`config.mk`:
```
export PLATFORM = sky130hd
export DESIGN_NAME = ntt_coeff_loader
export DESIGN_NICKNAME = d
export VERILOG_FILES = /design/src/rtl/ntt_coeff_loader.sv
export SDC_FILE = /design/constraint.sdc
export NUM_CORES = 1
export LEC_CHECK = 0
export CORE_MARGIN = 2
export CORE_UTILIZATION = 30
export CTS_CLUSTER_SIZE = 40
export DETAILED_ROUTE_END_ITERATION = 16
export GPL_TIMING_DRIVEN = 1
export MAX_ROUTING_LAYER = met4
export PLACE_DENSITY = 0.66
export SLEW_MARGIN = 20
export SYNTH_ARGS = -nofsm -noshare
export SYNTH_HDL_FRONTEND = slang
export SYNTH_SLANG_ARGS = --single-unit
```
`constraint.sdc`:
```
create_clock -name clk -period 2.4 [get_ports clk]
set_input_delay 0.48 -clock clk [delete_from_list [all_inputs] [get_ports clk]]
set_output_delay 0.48 -clock clk [all_outputs]
set_load 0.03 [all_outputs]
```
`src/rtl/ntt_coeff_loader.sv`:
```
// Coefficient input stage for the ntt core: reduces each streamed sample mod Q
// and packs D of them into the flat a bus, held until the consumer acks.
module ntt_coeff_loader #(
    parameter int N = 9,
    parameter int D = 8,
    parameter int Q = 257
) (
    input  logic                 clk,
    input  logic                 rst,
    input  logic [N-1:0]         in_coeff,
    input  logic                 in_valid,
    output logic                 in_ready,
    output logic [D*N-1:0]       a,
    output logic                 a_valid,
    input  logic                 a_ack,
    output logic [$clog2(D)-1:0] fill_cnt
);

    localparam int CW = $clog2(D);
    localparam logic [N:0] QW = (N+1)'(Q);

    typedef enum logic {FILL, FULL} state_t;

    state_t       state;
    logic [N:0]   diff;
    logic [N-1:0] r;
    logic         xfer;

    // Borrow out of the N+1-bit subtract is set exactly when in_coeff < Q.
    always_comb begin
        diff = {1'b0, in_coeff} - QW;
        r    = diff[N] ? in_coeff : diff[N-1:0];
    end

    assign in_ready = (state == FILL) && !rst;
    assign xfer     = in_valid && in_ready;

    always_ff @(posedge clk) begin
        if (rst) begin
            state    <= FILL;
            fill_cnt <= '0;
            a        <= '0;
            a_valid  <= 1'b0;
        end else begin
            case (state)
                FILL: begin
                    if (xfer) begin
                        a[fill_cnt*N +: N] <= r;
                        fill_cnt           <= fill_cnt + 1'b1;
                        if (fill_cnt == CW'(D-1)) begin
                            state   <= FULL;
                            a_valid <= 1'b1;
                        end
                    end
                end
                FULL: begin
                    if (a_ack) begin
                        state   <= FILL;
                        a_valid <= 1'b0;
                    end
                end
                default: begin
                    state   <= FILL;
                    a_valid <= 1'b0;
                end
            endcase
        end
    end

endmodule

```
==> summary.txt <==
Routing
  – Via/cell ratio: ~4.8
  – Initial DRC Count: between 100 and 150
  – Vias after detailed routing: 2605
  – Routed len/inst: 15.6 um
  – # DRC: 0
  – Routed Antenna Nets: 0
  – WL final: around 8.5 mm
  – First-pass detailed-route iteration total: 4

Global route
  – Pin count of the biggest net entering global routing: 19
  – Vias in the first global route: approximately 2.6k
  – Total congestion overflow: 0
  – First-pass GRT wire length: between 10 and 15 mm
  – Tot GR Track Use: 0.163
  – Initial antenna violation count: 0

Final layout
  – Area grow syn2layout: 48.0%
  – Commonest non-fill, non-tap cell in the layout: clkdlybuf4s50_1
  – Fin area: about 4500 um2
  – Antenna Cells: 0
  – Final #Nets: between 400 and 500
  – Final core occ: 0.456
  – Finished Layout Cells: 547
  – Share of layout cells above drive strength 1: 0.157
  – Most frequent cells in the layout: clkdlybuf4s50_1 (88), dfxtp_1 (77), a22o_1 (42)

Worst setup path
  – Data arrival, critical path: between 2 and 2.5 ns
  – CP cell instances: inv_1 -> ha_1 -> xor2_1 -> nor2_1 -> a21oi_1 -> a22o_1
  – Critical path type: flip-flop to flip-flop
  – Critical path capture point type: flip-flop
  – Crit-path slowest cell: a21oi_1
  – CP peak stage delay: about 0.66 ns
  – Crit path max fanout: 9
  – CP required: around 2.7 ns
  – CP Launch Type: flip-flop

Clock tree
  – CTS Buf Count: 9
  – Clock-pin slew on the worst setup and hold paths: about 0.07 ns
  – Worst skew pair latency: about 0.35 ns
  – Maximum buffer depth of the clock tree: 2
  – # hold bufs at CTS: 0
  – H-tree depth: 3
  – Post_cts resized: 0
  – Setup bufs post-CTS: 0
  – CTS sink cnt: 77
  – Root buf cell: clkbuf_8
  – CTS tree: done

Synthesis
  – Post-synth top area cell: dfxtp_1
  – Syn Area/Cell: about 11 um2
  – Asr flop ratio synth: 0
  – Post-synth top area share: 0.511
  – Top FF cell, synth: dfxtp_1
  – Synth Register Bits: 77
  – Ys Warns: 0
  – Synth cell types: 39
  – Largest cells by area after synthesis: dfxtp_1 (51%), a22o_1 (12%), o2bb2ai_1 (3.5%), nor2_1 (3.2%), a21oi_1 (3.2%)
  – Mapped Cells: 286
  – Register area share after synthesis: 0.511
  – EDFF count, synth: 0
  – Post-synth net total: 306
  – Mapped Area: ~3000 um2

Timing
  – FMAX: 462 MHz
  – Final Max Slew Viols: 0
  – Min Tclk post-route: approximately 2.2 ns
  – Fin. Hold Viols: 0
  – Final setup violation count: 0
  – Fin crit share: 0.902
  – Actual slew at the worst max-slew pin: 0.797 ns
  – WHS: approximately 0.46 ns
  – Final setup margin: between 0.2 and 0.25 ns
  – RSZ-0062 raised after global routing: no
  – Slew margin rel.: 0.469
  – Post-Route Setup TNS: 0 ns
  – Clk_skew: 0.0109 ns

Floorplan
  – Die Width: approximately 100 um
  – Rows: 36
  – Die ar.: around 11000 um2
  – I/O pins: 90
  – Starting density of the core: 0.308
  – Core area: between 9000 and 10000 um2
  – Die H: about 100 um

Pwr
  – LEAKAGE: about 1.6 nW
  – Worst vdd ir: between 0.0002 and 0.0003 V
  – Power density over cell area: approximately 550 nW/um2
  – Total power: between 2 and 2.5 mW

Place
  – Dpl cells: 532
  – PortBufs: between 80 and 90
  – Dpl ws: -0.0566 ns
  – Area post-placement: ~4300 um2
  – Final Wtd Congestion: between 0.8 and 0.9
  – Hpwl dp: ~6.3 mm

Hold path
  – Hold Path Class: flip-flop to flip-flop

Status
  – Status: complete, no violations

Flow run
  – Max-cap violation count: 0
==> state kept, by name, summed over array words and instances, names as in the netlist <==
name,count
fill_cnt,3
state,1
a,72
a_valid,1
==> where the power goes <==
group | total (mW) | internal, mW | leakage [nW] | switching [mW]
Sequential | 1.30 | 1.29 | 0.621 | 0.00962
Clock | 0.832 | 0.367 | 0.0813 | 0.466
Combinational | 0.302 | 0.126 | 0.912 | 0.176
==> path summary, 6_finish.rpt <==
check / end / cells past startpoint / slack (ns) / from
setup / recovery: a[26] / 6 / 0.24 / fill_cnt[0]
hold / removal: a_valid / 2 / 0.46 / a_valid
setup reg to reg: a[26] / 6 / 0.24 / fill_cnt[0]
hold reg to reg: a_valid / 2 / 0.46 / a_valid
==> cell families (layout without fill, tap and decap cells) <==
family | after synthesis | in the layout | share of synthesized area
DFF | 77 | 77 | 0.511
xor gates and xnor gates | 4 | 4 | 0.0116
adders and majority gates | 7 | 7 | 0.0290
buffers and inverters | 17 | 145 | 0.0295
AOI/OAI and AO/OA | 93 | 93 | 0.255
muxes | 7 | 7 | 0.0232
and+or+nand+nor | 81 | 81 | 0.141
==> cell usage after synthesis (2+ instances only) <==
master     instances
nor2_1            26
o2bb2ai_1         12
nor2b_1            2
a211oi_1           5
nand3b_1           2
nor3_1             5
o31a_1             2
a21oi_1           19
o31ai_2            2
xnor2_1            3
buf_2              2
clkbuf_1           8
nand3_1            4
and2_0             2
or3_1              3
nand2_1           18
a22o_1            42
ha_1               7
o21a_1             2
or2_1              2
inv_1              4
a21o_1             2
mux2i_1            7
dfxtp_1           77
a211oi_2           4
nand2b_1           9
buf_6              3
==> worst max-delay path: cells and delay by family (launching register included) <==
kind                       cells  cell delay [ns]
and+or+nand+nor                1             0.11
DFF                            1             0.50
adders and majority gates      1             0.26
buffers and inverters          1             0.14
xor gates and xnor gates       1             0.19
AOI/OAI and AO/OA              2             0.91
==> cell type report <==
cell class | count | area (um2)
timing repair buffer | 126 | 1190
sequential | 77 | 1540
tap | 133 | 166
clock buffer | 9 | 124
multi-input combinational | 192 | 1390
inverter | 4 | 15.0
clock inverter | 6 | 38.8
fill | 927 | 5310
==> per-layer routing <==
layer | routed length [um] | vias to the layer above | GRT usage
li1 | - | 1298 | -
met1 | 3990 | 1220 | 0.207
met2 | 3950 | 77 | 0.255
met3 | 492 | 10 | 0.0489
met4 | 81 | 0 | 0.0405
met5 | 0 | - | -
No activity file was read; power rests on OpenSTA's default activity.
